`src/rtl/unity_syndrome_check.sv`:
```
// Two-symbol GF(2^8) syndrome (S0, S1) over a 10-symbol codeword, poly 0x11D, alpha=0x02.
// Define SYNDROME_CHECK_IN_REG_EN to add an input register stage (latency 2 instead of 1).
module unity_syndrome_check (
  input  logic        clk,
  input  logic        rst,
  input  logic        in_valid,
  input  logic [79:0] codeword_in,
  output logic [15:0] syndrome_out,
  output logic        error_flag_out,
  output logic        out_valid
);

  localparam int DATA_W = 8;
  localparam int SYMS   = 10;

  // Multiply by alpha: shift left, fold bit 7 back through the low terms of 0x11D.
  function automatic logic [DATA_W-1:0] mul_alpha(input logic [DATA_W-1:0] a);
    mul_alpha = {a[DATA_W-2:0], 1'b0} ^ (a[DATA_W-1] ? 8'h1D : 8'h00);
  endfunction

  logic [DATA_W*SYMS-1:0] codeword_p0;
  logic                   vld_p0;

`ifdef SYNDROME_CHECK_IN_REG_EN
  // Stage p0: registered input
  always_ff @(posedge clk or posedge rst) begin
    if (rst) begin
      codeword_p0 <= '0;
      vld_p0      <= 1'b0;
    end else begin
      codeword_p0 <= codeword_in;
      vld_p0      <= in_valid;
    end
  end
`else
  assign codeword_p0 = codeword_in;
  assign vld_p0      = in_valid;
`endif

  logic [DATA_W-1:0] s0_p0;
  logic [DATA_W-1:0] s1_p0;

  // Horner form for S1: each step is one fixed XOR network for the alpha multiply.
  always_comb begin
    s0_p0 = '0;
    s1_p0 = '0;
    for (int i = SYMS - 1; i >= 0; i--) begin
      s0_p0 = s0_p0 ^ codeword_p0[i*DATA_W +: DATA_W];
      s1_p0 = mul_alpha(s1_p0) ^ codeword_p0[i*DATA_W +: DATA_W];
    end
  end

  // Stage p1: registered syndrome, flag and valid
  always_ff @(posedge clk or posedge rst) begin
    if (rst) begin
      syndrome_out   <= '0;
      error_flag_out <= 1'b0;
      out_valid      <= 1'b0;
    end else begin
      out_valid <= vld_p0;
      if (vld_p0) begin
        syndrome_out   <= {s0_p0, s1_p0};
        error_flag_out <= |{s0_p0, s1_p0};
      end
    end
  end

endmodule

```
`config.mk`:
```
export PLATFORM = sky130hd
export DESIGN_NAME = unity_syndrome_check
export DESIGN_NICKNAME = d
export VERILOG_FILES = /design/src/rtl/unity_syndrome_check.sv
export SDC_FILE = /design/constraint.sdc
export NUM_CORES = 1
export LEC_CHECK = 0
export ABC_AREA = 1
export CAP_MARGIN = 0
export CORE_UTILIZATION = 49
export DETAILED_ROUTE_END_ITERATION = 10
export PLACE_DENSITY = 0.83
export SLEW_MARGIN = 0
export SYNTH_ARGS = -nofsm -noshare
export SYNTH_HDL_FRONTEND = slang
export SYNTH_SLANG_ARGS = --single-unit
```
`constraint.sdc`:
```
create_clock -name clk -period 0.8 [get_ports clk]
set_clock_uncertainty 0.1 [all_clocks]
set_input_delay 0.16 -clock clk [delete_from_list [all_inputs] [get_ports clk]]
set_output_delay 0.16 -clock clk [all_outputs]
set_load 0.02 [all_outputs]
```
==> flow_metrics.tcl, run 1 <==
set metrics [dict create \
    die_h_um 83.9 \
    cts_sinks 18 \
    place_hpwl_um 9390 \
    die_w_um 83.9 \
    worst-ep-kind "register input" \
    synthCells 589 \
    synth-seq-cells 18 \
    yosys_most_used_dff "dfrtp_1" \
    haltStage "global routing (5_1_grt)" \
    gp_congestion 0.902 \
    stop_error "[ERROR DPL-0038] Utilization greater than 100%, impossible to legalize" \
    grt_max_degree 25 \
    synthesis.nets 672 \
    cts_buffers 3 \
    cts_root_buf "clkbuf_8" \
    synth_edf_count 0 \
    place_ws_ps -1720 \
    dp_cells 844 \
    syn_avg_cell_area_um2 5.58 \
    h-tree-depth 1 \
    synth_commonest_cells "nand2_1 (259), inv_1 (80), xnor2_1 (53)" \
    syn-cell-area_um2 3290 \
    io_buffers 100 \
    ys_warn_count 0 \
    initial_utilization_pct 51.2 \
    placementRows 29 \
    ys_seq_area_share_pct 13.7 \
    synth_most_common_cell "nand2_1" \
    async_reset_ff_share_pct 100 \
    yosys.area.top_type "nand2_1" \
    cts_buffer_depth 2 \
    status "stopped before the end" \
    crit_endpoint "error_flag_out$_DFFE_PP0P_/D" \
    yosys-top-cells-area "nand2_1 (30%), xnor2_1 (14%), dfrtp_1 (14%)" \
    synth.distinct_cells 27 \
    synth_top_area_share_pct 29.6 \
    cts_hold_buf 0 \
    ios 101 \
]
cells by family after synthesis:
family / after synthesis / synth area share (%)
AOI/OAI and AO/OA: 17 / 3.35
xor gates and xnor gates: 83 / 22.3
buffers and inverters: 93 / 11.0
DFF: 18 / 13.7
and+or+nand+nor: 378 / 49.6
stage by stage:
stage | cell area (um2) | setup TNS (ps)
after floorplan | 3420 | -7990
after global placement | 5100 | -28690
after CTS | 5990 | -16180
after detailed placement | 5100 | -30240
repair_timing:
item / in CTS
pin swaps: 144
endpoints found under the setup margin: 36
setup buffers: 35
endpoints found under the hold margin: 0
gates resized for setup: 531
==> run 2: changes to the inputs <==
- CORE_UTILIZATION: 49 -> 40
- PLACE_DENSITY: 0.83 -> unset
- PLACE_DENSITY_LB_ADDON: unset -> 0.15
==> flow_metrics.tcl, run 2 <==
set metrics [dict create \
    gp_congestion 0.850 \
    final-max-slew-violation-count 0 \
    worst_pin_slew_ps 316 \
    reg.largest.list "syndrome_out: 16 flops, error_flag_out: 1 flops, out_valid: 1 flops" \
    yosys-top-cells-area "nand2_1 (30%), xnor2_1 (14%), dfrtp_1 (14%)" \
    grt-ovfl-total 0 \
    final_common_cell "nand2_1" \
    peakVddDrop_v 0.000773 \
    startpoint_type "input pin" \
    setup_viol 35 \
    synth_top_area_share_pct 29.6 \
    dpl-instance-area_um2 5180 \
    syn-cell-area_um2 3290 \
    cts_sinks 18 \
    synthesis.nets 672 \
    leakage_nw 3.52 \
    worstSetupPathType "input pin to register" \
    largest_reg_flops 16 \
    ant_nets 0 \
    status "finished, violations left" \
    vias 4787 \
    routed_wl_um 14600 \
    violations "setup timing" \
    synth-seq-cells 18 \
    placementRows 32 \
    synth_commonest_cells "nand2_1 (259), inv_1 (80), xnor2_1 (53)" \
    antenna-diode-count 0 \
    synth_adder_area_share_pct 0 \
    h-tree-depth 1 \
    fmax_ghz 0.512 \
    core_region_area_um2 7850 \
    clk_pin_slew_ps 60 \
    grt_antenna_before_repair 0 \
    ys_seq_area_share_pct 13.7 \
    avgViaCountPerCell 5.27 \
    grt_pass1_vias 4259 \
    final_area_um2 6680 \
    grt_usage_pct 27.3 \
    yosys.area.top_type "nand2_1" \
    finalHoldViolCount 0 \
    die_w_um 92.7 \
    cts_buffer_depth 2 \
    insertion_delay_ps 250 \
    synth-compound-area-share_pct 3.35 \
    cp.required_ps 840 \
    ys_warn_count 0 \
    synth_top_family_by_area "simple AND/OR/NAND/NOR gates" \
    synth_most_common_cell "nand2_1" \
    syn_avg_cell_area_um2 5.58 \
    async_reset_ff_share_pct 100 \
    drtIter0Drc 272 \
    die_h_um 92.7 \
    io_buffers 100 \
    grt_max_degree 19 \
    synth.distinct_cells 27 \
    drive_above_1_share_pct 57.7 \
    fin_nets 892 \
    rsz0062_at_grt "true" \
    cts_buffers 3 \
    endpoint_kind "register" \
    cts_root_buf "clkbuf_8" \
    synth_edf_count 0 \
    regMostFlops "syndrome_out" \
    drcViolationCount 0 \
    initial_utilization_pct 41.9 \
    path_max_fanout 5 \
    yosys.area_share.xor_xnor_pct 22.3 \
    reg2regPathDepth 4 \
    final.fill_count 455 \
    grt_first_pass_wirelength_um 18700 \
    layout_min_cycle_time_ps 1950 \
    relSlewSlack_pct 78.9 \
    ios 101 \
    die-area_um2 8580 \
    area_delta_synth_final_pct 103 \
    muxShareOfSynthArea_pct 0 \
    layout_common_cells "nand2_1 (139), nand2_2 (98), buf_4 (96)" \
    drv_cap 0 \
    place_ws_ps -1700 \
    power_density_nw_per_um2 1480 \
    cts_tree "yes" \
    wl_per_cell_um 16.1 \
    yosys.area_share.simple_pct 49.6 \
    cts_hold_buf 0 \
    critPathArrivalTime_ps 2000 \
    hold_path.class "input pin to async pin" \
    dr.pass1.iters 5 \
    place_hpwl_um 9080 \
    setup_ws_ps -1150 \
    synthCells 589 \
    fin_crit_sh_pct 244 \
    yosys_most_used_dff "dfrtp_1" \
]
==> run 2: path summary, 6_finish.rpt <==
path | from | end | slack, ps
hold reg to reg | syndrome_out[2]$_DFFE_PP0P_ | syndrome_out[2]$_DFFE_PP0P_ | 420
setup reg to reg | syndrome_out[10]$_DFFE_PP0P_ | syndrome_out[10]$_DFFE_PP0P_ | -260
min in group clk | in_valid | out_valid$_DFF_PP0_ | 370
max in group asynchronous | rst | syndrome_out[7]$_DFFE_PP0P_ | 350
setup / recovery | codeword_in[71] | error_flag_out$_DFFE_PP0P_ | -1150
hold / removal | rst | syndrome_out[14]$_DFFE_PP0P_ | 130
==> run 2: stage by stage <==
stage	std cells	utilization [%]	TNS, ps	hold WS, ps	total power, mW
finish	909	85.1	-16350	125	9.87
global route	909	85.1	-17950	144	10.4
CTS	902	74.1	-16180	128	8.01
detailed placement	878	66.0	-30000	378	6.57
global placement	878	66.0	-28850	362	6.43
floorplan	589	-	-7990	-1.43	4.14
==> run 2: report_power, final <==
group	internal, mW	switching (mW)
combinational	3.77	4.16
clock	0.334	0.276
sequential	1.15	0.175
==> run 2: cells by family (layout without fill, tap and decap cells) <==
group,after synthesis,in the layout
AO/OA/AOI/OAI,17,17
XOR/XNOR,83,83
buffers and inverters,93,311
flip-flops,18,18
AND/OR/NAND/NOR,378,378
==> run 2: routing by layer <==
metal / vias up / routed length (um) / GRT usage [%]
met5: - / 0 / 0
met3: 78 / 621 / 0.739
li1: 2249 / - / -
met2: 212 / 7860 / 53.6
met1: 2248 / 5360 / 31.2
met4: 0 / 790 / 9.36
==> run 2: worst max-delay path, stage by stage <==
cell and delay, ps:
buf_4 130, inv_4 70, nand2_2 60, nand2_4 110, nand2_2 80, nand2_4 100, nand3_2 120, nand3_2 130
nand2_4 110, nand2_2 100, inv_2 50, nor2_1 130, nand2_1 100, nand2_2 110, nand3_2 80, nor2_2 100
nand3_1 90, nor2_1 110, nor2_1 50
==> run 2: final cells by class <==
class	instances	area [um2]	share of cell area (%)
timing repair buffer	222	1970	29.5
tap	102	128	1.91
clock buffer	3	41.3	0.618
multi-input combinational	478	3710	55.6
inverter	86	374	5.60
sequential	18	450	6.74
==> run 2: repair_timing <==
action	4_1_cts	5_1_grt
resized for setup	443	296
setup buffers	28	15
pin swaps	119	159
cloned	0	0
hold endpoints to repair	0	0
endpoints found under the setup margin	36	35
Power figures use the tool's default switching activity.
==> run 3: changes to the inputs <==
- HOLD_SLACK_MARGIN: unset -> 0.05
==> results of run 3 <==
No change in the layout: final DEF, timing and power equal those of run 2.
==> run 4: changes to the inputs <==
- CORE_ASPECT_RATIO: unset -> 1.5
- PLACE_DENSITY: unset -> 0.81
- PLACE_DENSITY_LB_ADDON: 0.15 -> unset
- SETUP_SLACK_MARGIN: unset -> 0.2
==> flow_metrics.tcl, run 4 (synthesis gave the netlist of run 2 again) <==
set metrics [dict create \
    cp.required_ps 840 \
    avgViaCountPerCell 5.20 \
    cts_buffers 3 \
    cts_buffer_depth 2 \
    clockPowerShare_pct 11.7 \
    switching_share_pct 44.4 \
    worstSetupPathType "input pin to register" \
    finalHoldViolCount 0 \
    cp_num_buf_inv 4 \
    cp_top_family "simple AND/OR/NAND/NOR gates" \
    fin_nets 874 \
    initial_utilization_pct 41.0 \
    insertion_delay_ps 250 \
    drive_above_1_share_pct 51.5 \
    setup_ws_ps -1140 \
    multi_input_area_um2 3350 \
    layout_min_cycle_time_ps 1940 \
    tns_ps -16910 \
    area_delta_synth_final_pct 88.8 \
    violations "setup timing" \
    die_h_um 113 \
    drtIter0Drc 157 \
    place_hpwl_um 9310 \
    vias 4650 \
    fin_crit_sh_pct 243 \
    final_util_pct 77.5 \
    die_w_um 76.0 \
    drv_cap 0 \
    h-tree-depth 1 \
    power_density_nw_per_um2 1520 \
    startpoint_type "input pin" \
    cts_root_buf "clkbuf_16" \
    relSlewSlack_pct 64.1 \
    critPathArrivalTime_ps 1980 \
    drcViolationCount 0 \
    cts_hold_buf 0 \
    worst_pin_slew_ps 534 \
    setup_viol 35 \
    max_stage_delay_ps 200 \
    grt_max_degree 19 \
    clk_pin_slew_ps 50 \
    placementRows 40 \
    dr.pass1.iters 7 \
    dp_cells 865 \
    fmax_ghz 0.515 \
    grt-ovfl-total 0 \
    final.fill_count 544 \
    reg.largest.list "syndrome_out: 16 flops, error_flag_out: 1 flops, out_valid: 1 flops" \
    final-max-slew-violation-count 0 \
    power.sequential.fraction_pct 14.6 \
    fin_total_pwr_mw 9.42 \
    grt_first_pass_wirelength_um 18800 \
    leakage_nw 3.34 \
    antenna-diode-count 0 \
    instances_no_fill 895 \
    path_max_fanout 6 \
    core_region_area_um2 8010 \
    ant_nets 0 \
    comb_power_share_pct 73.7 \
    cts_sinks 18 \
    p_sw_mw 4.18 \
    routed_wl_um 13300 \
    hold_path.class "input pin to async pin" \
    endpoint_kind "register" \
    ios 101 \
    cts_tree "yes" \
    final_common_cell "nand2_1" \
    grt_pass1_vias 4348 \
    regMostFlops "syndrome_out" \
    grt_usage_pct 27.2 \
    seq_area_um2 470 \
    die-area_um2 8590 \
    io_buffers 100 \
    layout_common_cells "nand2_1 (173), nand2_2 (84), buf_4 (73)" \
    rsz0062_at_grt "true" \
    path_cells "buf_6, buf_6, nand2_8, clkinv_8, o21ai_4, nand2_4, xnor2_4, nand3_2, nand2_4, nand2_1, nand3_1, nand2_2, inv_1, nand2_1, nand2_2, nand3_2, nor2_2, nor2_1" \
    gp_congestion 0.889 \
    intPower_mw 5.24 \
    status "finished, violations left" \
    grt_antenna_before_repair 0 \
    largest_reg_flops 16 \
    cp_slowest_cell "xnor2_4" \
    wl_per_cell_um 14.8 \
    peakVddDrop_v 0.00153 \
]
run 4: per-stage QoR:
step | cell area, um2 | hold WS [ps] | setup WS (ps)
6_report | 6210 | 125 | -1140
3_3_place_gp | 5140 | 379 | -1640
5_1_grt | 6210 | 142 | -1330
4_1_cts | 5730 | 130 | -1030
3_5_place_dp | 5140 | 385 | -1690
2_1_floorplan | 3440 | -2.53 | -896
run 4: worst reg2reg max path: stages (launching register included):
cell     delay (ps)
dfrtp_2         420
buf_4           140
nor2_1          170
a31oi_4          50
run 4: cell type report:
cell class	count	share of cell area [%]
Multi-Input combinational cell	478	54.0
Timing Repair Buffer	204	29.3
Inverter	86	5.62
Clock buffer	4	1.43
Tap cell	105	2.12
Sequential cell	18	7.58
run 4: final timing paths:
kind,startpoint,end,slack [ps],cells after the start
hold / removal,rst,out_valid$_DFF_PP0_,130,3
max in group asynchronous,rst,syndrome_out[10]$_DFFE_PP0P_,340,3
hold reg to reg,syndrome_out[3]$_DFFE_PP0P_,syndrome_out[3]$_DFFE_PP0P_,400,2
min in group clk,in_valid,out_valid$_DFF_PP0_,160,2
setup reg to reg,syndrome_out[15]$_DFFE_PP0P_,syndrome_out[15]$_DFFE_PP0P_,-200,3
setup / recovery,codeword_in[76],error_flag_out$_DFFE_PP0P_,-1140,18
run 4: power groups by stage:
stage / Clock, mW / Sequential [mW] / Combinational (mW)
final: 1.10 / 1.38 / 6.94
after CTS: 1.10 / 1.37 / 5.82
after global routing: 1.14 / 1.41 / 7.40
after global placement: 0 / 1.33 / 4.97
after detailed placement: 0 / 1.34 / 5.11
after floorplan: 0 / 1.63 / 2.56
run 4: metal layers:
metal | share of wire, % | global-route usage [%] | vias up | wire, um
met2 | 56 | 55.6 | 167 | 7470
li1 | - | - | 2208 | -
met1 | 34 | 25.7 | 2196 | 4540
met3 | 2.9 | 1.37 | 79 | 385
met5 | 0 | 0 | - | 0
met4 | 6.6 | 17.6 | 0 | 883
run 4: what timing repair did:
action	in CTS	in global routing
resized for setup	475	144
gates cloned	0	0
pin swaps	129	67
setup buffers	17	9
setup endpoints to repair	36	36
